`config.mk`:
```
export PLATFORM = sky130hd
export DESIGN_NAME = cdc_mcp_tx_ctrl
export DESIGN_NICKNAME = d
export VERILOG_FILES = /design/src/rtl/cdc_mcp_tx_ctrl.sv
export SDC_FILE = /design/constraint.sdc
export NUM_CORES = 1
export LEC_CHECK = 0
export ABC_AREA = 0
export CAP_MARGIN = 20
export CORE_AREA = 2 2 48 50
export DETAILED_ROUTE_END_ITERATION = 8
export DIE_AREA = 0 0 50 52
export PLACE_DENSITY = 0.85
export SYNTH_ARGS = -nofsm -noshare
export SYNTH_HDL_FRONTEND = slang
export SYNTH_SLANG_ARGS = --single-unit
export TNS_END_PERCENT = 1
```
`constraint.sdc`:
```
create_clock -name CLK_I -period 3.5 [get_ports CLK_I]
set_clock_uncertainty 0.1 [all_clocks]
set_input_delay 0.7 -clock CLK_I [delete_from_list [all_inputs] [get_ports CLK_I]]
set_output_delay 0.7 -clock CLK_I [all_outputs]
set_load 0.005 [all_outputs]
```
`src/rtl/cdc_mcp_tx_ctrl.sv`:
```
// Source-side controller for a multi-cycle-path CDC: holds a word stable on DATA_O,
// flips a request toggle, and waits for the synchronized acknowledge toggle.
module cdc_mcp_tx_ctrl #(
  parameter int unsigned WIDTH          = 5,
  parameter int unsigned SYNC_STAGES    = 2,
  parameter int unsigned TIMEOUT_CYCLES = 255
) (
  input  logic             CLK_I,
  input  logic             RST_I,
  input  logic [WIDTH-1:0] DATA_I,
  input  logic             VALID_I,
  output logic             READY_O,
  output logic [WIDTH-1:0] DATA_O,
  output logic             REQ_TOGGLE_O,
  input  logic             ACK_TOGGLE_I,
  output logic             BUSY_O,
  output logic             TIMEOUT_O,
  input  logic             CLR_TIMEOUT_I
);

  localparam int unsigned CNT_W = (TIMEOUT_CYCLES > 0) ? $clog2(TIMEOUT_CYCLES + 1) : 1;
  localparam logic [CNT_W-1:0] CNT_MAX   = '1;
  localparam logic [CNT_W-1:0] CNT_LIMIT = CNT_W'(TIMEOUT_CYCLES - 1);

  typedef enum logic [1:0] {
    ST_IDLE     = 2'd0,
    ST_WAIT_ACK = 2'd1,
    ST_TIMEOUT  = 2'd2
  } state_t;

  state_t                 state_q, state_d;
  logic [SYNC_STAGES-1:0] sync_q;
  logic                   ack_seen_q;
  logic                   ack_sync;
  logic                   ack_event;
  logic [CNT_W-1:0]       cnt_q, cnt_d;
  logic [WIDTH-1:0]       data_q, data_d;
  logic                   req_q, req_d;
  logic                   ready_q, ready_d;
  logic                   busy_q, busy_d;
  logic                   to_q, to_d;
  logic                   set_to;

  assign ack_sync  = sync_q[SYNC_STAGES-1];
  assign ack_event = ack_sync ^ ack_seen_q;

  // Ack toggle synchronizer and edge detector; an ack seen while idle is simply absorbed.
  always_ff @(posedge CLK_I or posedge RST_I) begin
    if (RST_I) begin
      sync_q     <= '0;
      ack_seen_q <= 1'b0;
    end else begin
      sync_q     <= {sync_q[SYNC_STAGES-2:0], ACK_TOGGLE_I};
      ack_seen_q <= ack_sync;
    end
  end

  // State and output registers.
  always_ff @(posedge CLK_I or posedge RST_I) begin
    if (RST_I) begin
      state_q <= ST_IDLE;
      cnt_q   <= '0;
      data_q  <= '0;
      req_q   <= 1'b0;
      ready_q <= 1'b1;
      busy_q  <= 1'b0;
      to_q    <= 1'b0;
    end else begin
      state_q <= state_d;
      cnt_q   <= cnt_d;
      data_q  <= data_d;
      req_q   <= req_d;
      ready_q <= ready_d;
      busy_q  <= busy_d;
      to_q    <= to_d;
    end
  end

  // Next-state logic; an ack arriving on the timeout cycle takes priority.
  always_comb begin
    state_d = state_q;
    cnt_d   = cnt_q;
    data_d  = data_q;
    req_d   = req_q;
    set_to  = 1'b0;

    case (state_q)
      ST_IDLE: begin
        if (VALID_I && ready_q) begin
          data_d  = DATA_I;
          req_d   = ~req_q;
          cnt_d   = '0;
          state_d = ST_WAIT_ACK;
        end
      end
      ST_WAIT_ACK: begin
        if (cnt_q != CNT_MAX) cnt_d = cnt_q + CNT_W'(1);
        if (ack_event) begin
          state_d = ST_IDLE;
        end else if ((TIMEOUT_CYCLES != 0) && (cnt_q == CNT_LIMIT)) begin
          state_d = ST_TIMEOUT;
          set_to  = 1'b1;
        end
      end
      ST_TIMEOUT: begin
        if (ack_event) state_d = ST_IDLE;
      end
      default: state_d = ST_IDLE;
    endcase

    // Sticky flag: a new timeout beats a simultaneous clear.
    to_d = to_q;
    if (set_to)             to_d = 1'b1;
    else if (CLR_TIMEOUT_I) to_d = 1'b0;

    ready_d = (state_d == ST_IDLE);
    busy_d  = (state_d != ST_IDLE);
  end

  assign READY_O      = ready_q;
  assign BUSY_O       = busy_q;
  assign DATA_O       = data_q;
  assign REQ_TOGGLE_O = req_q;
  assign TIMEOUT_O    = to_q;

endmodule

```
Word level (Yosys, flattened, before mapping)
Cells that the tools add are included.
{"block": "totals", "regBits": 22, "input_bits": 10}
{"block": "classes", "bitwise": 2, "mux": 13, "addsub": 1, "reduce_logical": 8, "n_eq_ne": 6}
{"operator": "2-to-1 mux 8 bit", "count": 2}
{"operator": "case mux 8 bit (2 select lines)", "count": 1}
{"operator": "adder 8 x 1 -> 8 bit, second input constant", "count": 1}
{"operator": "== test 8 bit, second input constant", "count": 1}
{"operator": "2-to-1 mux 2 bit", "count": 4}
{"operator": "inequality test 8 bit, second input constant", "count": 1}
{"operator": "case mux 2 bit (3 select lines)", "count": 1}
{"operator": "nonzero test 2 bit", "count": 3}
{"operator": "2-to-1 mux 1 bit", "count": 5}
{"operator": "logical NOT 2 bit", "count": 2}
{"operator": "inequality test 2 bit, second input constant", "count": 2}
{"operator": "AND reduction 3 bit", "count": 1}
{"operator": "== test 2 x 1 -> 1 bit, second input constant", "count": 1}
{"operator": "== test 2 bit, second input constant", "count": 1}
{"operator": "AND reduction 2 bit", "count": 1}
{"operator": "logical AND 1 bit", "count": 1}
{"operator": "NOT 1 bit", "count": 1}
{"operator": "XOR 1 bit", "count": 1}

Longest topological paths before layout
{"block": "depth", "ltp_word": 5, "mapped_depth": 5, "mapped_depth_nobuf": 5}

Worst setup path after synthesis
Ideal clock, no wire load.
{"block": "synth_timing", "path_kind": "register to register", "from": "register cnt_q[0]", "to": "register cnt_q[1]", "t_required_ns": 3.275, "period_less_slack_ns": 1.746, "path_stages_with_launch": 5, "arrival_time_ns": 1.520, "setup_time_ns": 0.125, "slack_ns": 1.754, "cell_sequence": "dfrtp_1 > ha_1 > and3_1 > a311oi_4 > mux2_4"}
{"block": "synth_via", "elab_chain_len": 3, "elab_cells_between_ends": 6, "classes_between": "add/sub (1); eq/ne (2); mux (2); reduce/logical (1)"}
{"item": "from (decl)", "line_no": "36", "text": "logic [CNT_W-1:0] cnt_q, cnt_d;"}
{"item": "from (signal assigned)", "line_no": "70", "text": "cnt_q <= cnt_d;"}
{"item": "adder 8 x 1 -> 8 bit or inequality test 8 bit (tied branches)", "line_no": "97", "text": "if (cnt_q != CNT_MAX) cnt_d = cnt_q + CNT_W'(1);"}
{"item": "2-to-1 mux 8 bit or inequality test 2 bit (tied branches)"}
{"item": "case mux 8 bit (2 select lines) or AND reduction 3 bit (tied branches)"}
Parallel ways exist; a longest one is shown, timed or not. The select of a mux whose other input is x is not followed.
A chain may end at the register's enable or synchronous reset.

Final worst setup path
{"block": "layout_timing", "from": "register ready_q, in the netlist READY_O", "to": "output READY_O"}
{"item": "from (decl)", "line_no": "39", "text": "logic ready_q, ready_d;"}
{"item": "from (signal assigned)", "line_no": "73", "text": "ready_q <= ready_d;"}
{"item": "to (decl)", "line_no": "12", "text": "output logic READY_O,"}
No word-level cell between the ends.

==> flow_metrics.env <==
export IMPL_outcome="completed"
export IMPL_cts_inserted_buffers=3
export IMPL_setup_viol=0
export IMPL_maxCapViolations=0
export IMPL_synthCells=103
export IMPL_fin_nets=134
export IMPL_io_pins=19
export IMPL_crit_fanout=5
export IMPL_end_kind="output port"
export IMPL_wl_per_cell_um=13.1
export IMPL_leakagePower_nw=0.554
export IMPL_tns_ps=0
export IMPL_grt_pass1_wl_mm=3.37
export IMPL_cts_setup_buffers=0
export IMPL_syn_cell_area_mm2=0.00107
export IMPL_relSlewSlack_pct=32.0
export IMPL_p_per_area_mw_per_mm2=630
export IMPL_instances_no_fill=149
export IMPL_overflow=0
export IMPL_crit_arrival_ps=1410
export IMPL_critPathKind="flip-flop to output port"
export IMPL_hold_viol_final=0
export IMPL_worst_pin_slew_ps=1010
export IMPL_ys_top_cells_by_count="dfrtp_1, nand2_1, inv_1"
export IMPL_rsz0062_at_grt="false"
export IMPL_drt_iter0_drc=16
export IMPL_drive_gt1_share_pct=9.09
export IMPL_crit_start="READY_O"
export IMPL_ys_warn_count=0
export IMPL_synth_edf_count=0
export IMPL_fmax_mhz=453
export IMPL_yosysUniqueCellTypes=39
export IMPL_cts_tree="done"
export IMPL_yosysSeqAreaShare_pct=51.6
export IMPL_hold_start="sync_q[0]"
export IMPL_die_w_um=50
export IMPL_synthesis_nets=115
export IMPL_grt_max_degree=23
export IMPL_dp_hpwl_mm=1.48
export IMPL_chipHeight_um=52
export IMPL_path_cells="clkdlybuf4s50_1"
export IMPL_r2r_start="READY_O"
export IMPL_postCtsResizedCells=0
export IMPL_antenna_left=0
export IMPL_syn_area_per_cell_um2=10.4
export IMPL_yosysMostFrequentCell="dfrtp_1"
export IMPL_vdd_drop_max_mv=0.369
export IMPL_cts_max_path_buffers=2
export IMPL_gp_congestion=0.772
export IMPL_synth_top_area_share_pct=49.1
export IMPL_row_count=17
export IMPL_synth_top_flop_cell="dfrtp_1"
export IMPL_hp_class="flip-flop to flip-flop"
export IMPL_critical_path_max_stage_delay_ps=580
export IMPL_synth_top_cell_by_area="dfrtp_1"
export IMPL_vias=779
export IMPL_clk_pin_slew_worst_paths_ps=110
export IMPL_grt_usage_pct=17.3
export IMPL_cp_slowest_cell="dfstp_2"
export IMPL_grt_pass1_vias=791
export IMPL_antenna_cells=0
export IMPL_antenna_found_initial=0
export IMPL_core_mm2=0.00211
export IMPL_synth_area_leaders="dfrtp_1, nand2_1, a21oi_1"
export IMPL_ys_seq_elements=22
export IMPL_ys_async_sr_fraction_pct=100
export IMPL_period_needed_ps=2210
export IMPL_drc_errors=0
export IMPL_root_buffer="clkbuf_4"
export IMPL_clock_latency_ps=310
export IMPL_critPathRequiredTime_ps=2700
export IMPL_drt_pre_antenna_iters=4
export IMPL_start_util_pct=50.8
export IMPL_port_buffers=18
export IMPL_htreeDepth=1
export IMPL_start_kind="flip-flop"
export IMPL_clock_sinks=22
export IMPL_drt_vias_per_instance=5.23
export IMPL_die_area_mm2=0.00260
export IMPL_cp_top_family="flip-flops"
export IMPL_slew_viol_final=0
export IMPL_placedCellCount=145
export IMPL_hold_buffers=0
export IMPL_wl_mm=1.96
export IMPL_worst_path_buf_inv=1
export IMPL_min_period_over_period_pct=63.0
export IMPL_synthToLayoutAreaGrowth_pct=20.0
## registers in the layout, summed over array words and instances (netlist names)
signal and count:
cnt_q 8, DATA_O 5, state_q 2, sync_q 2
BUSY_O 1, READY_O 1, REQ_TOGGLE_O 1, TIMEOUT_O 1
ack_seen_q 1
## where the power goes
part           internal (mW)  switching (mW)
sequential             0.325          0.0684
clock                 0.0445          0.0731
combinational          0.168           0.129
## worst paths after layout
kind	to	slack, ps	depth (start not counted)
setup / recovery	READY_O	1290	1
hold / removal	sync_q[1]	270	0
setup reg to reg	DATA_O[4]	1600	3
hold reg to reg	sync_q[1]	270	0
max in group asynchronous	DATA_O[2]	2070	2
min in group asynchronous	BUSY_O	730	2
## area by class of cell
class	count	area [um2]
fill	157	822
sequential	22	552
clock buffer	4	26.3
tap	28	35.0
timing repair buffer	18	180
multi-input combinational	70	464
inverter	7	26.3
## cell families after synthesis
family / count (synthesis) / share of synthesized area (%)
simple gates: 45 / 23.6
compound gates: 17 / 11.7
xor+xnor: 3 / 2.46
fa+ha+maj: 2 / 2.34
mux: 3 / 3.27
buf+inv: 11 / 5.03
flops: 22 / 51.6
## layer usage
layer	routed length, um	GRT usage [%]	vias to the layer above
met5	0	0	-
met4	41	8.80	0
met3	91	3.45	5
met2	941	28.5	22
met1	880	21.7	361
li1	-	-	391
## per-stage QoR
stage / hold WS, ps / util (%) / instance area, um2 / power, mW / worst slack (ps)
2_1_floorplan: 231 / - / 1070 / 0.561 / 1750
3_3_place_gp: 237 / 59.7 / 1260 / 0.686 / 1130
3_5_place_dp: 242 / 59.7 / 1260 / 0.696 / 1020
4_1_cts: 270 / 61.0 / 1280 / 0.817 / 1280
5_1_grt: 274 / 61.0 / 1280 / 0.861 / 1210
6_report: 266 / 61.0 / 1280 / 0.809 / 1290
## cells in the final DEF (no fill, tap or decap), types with 2 or more instances in the layout
master | synthesis | layout
dfrtp_1 | 21 | 21
nand2_1 | 18 | 18
clkdlybuf4s50_1 | 0 | 18
inv_1 | 7 | 7
a21oi_1 | 6 | 6
o21ai_0 | 4 | 4
nor3_1 | 4 | 4
nand3_1 | 3 | 3
clkbuf_4 | 0 | 3
nand3b_1 | 2 | 2
mux2i_1 | 2 | 2
and3_1 | 2 | 2
nand2b_1 | 2 | 2
nor2_1 | 2 | 2
and2_1 | 2 | 2
xnor2_1 | 2 | 2
ha_1 | 2 | 2
Note: power is estimated with default switching activity, not from simulation.
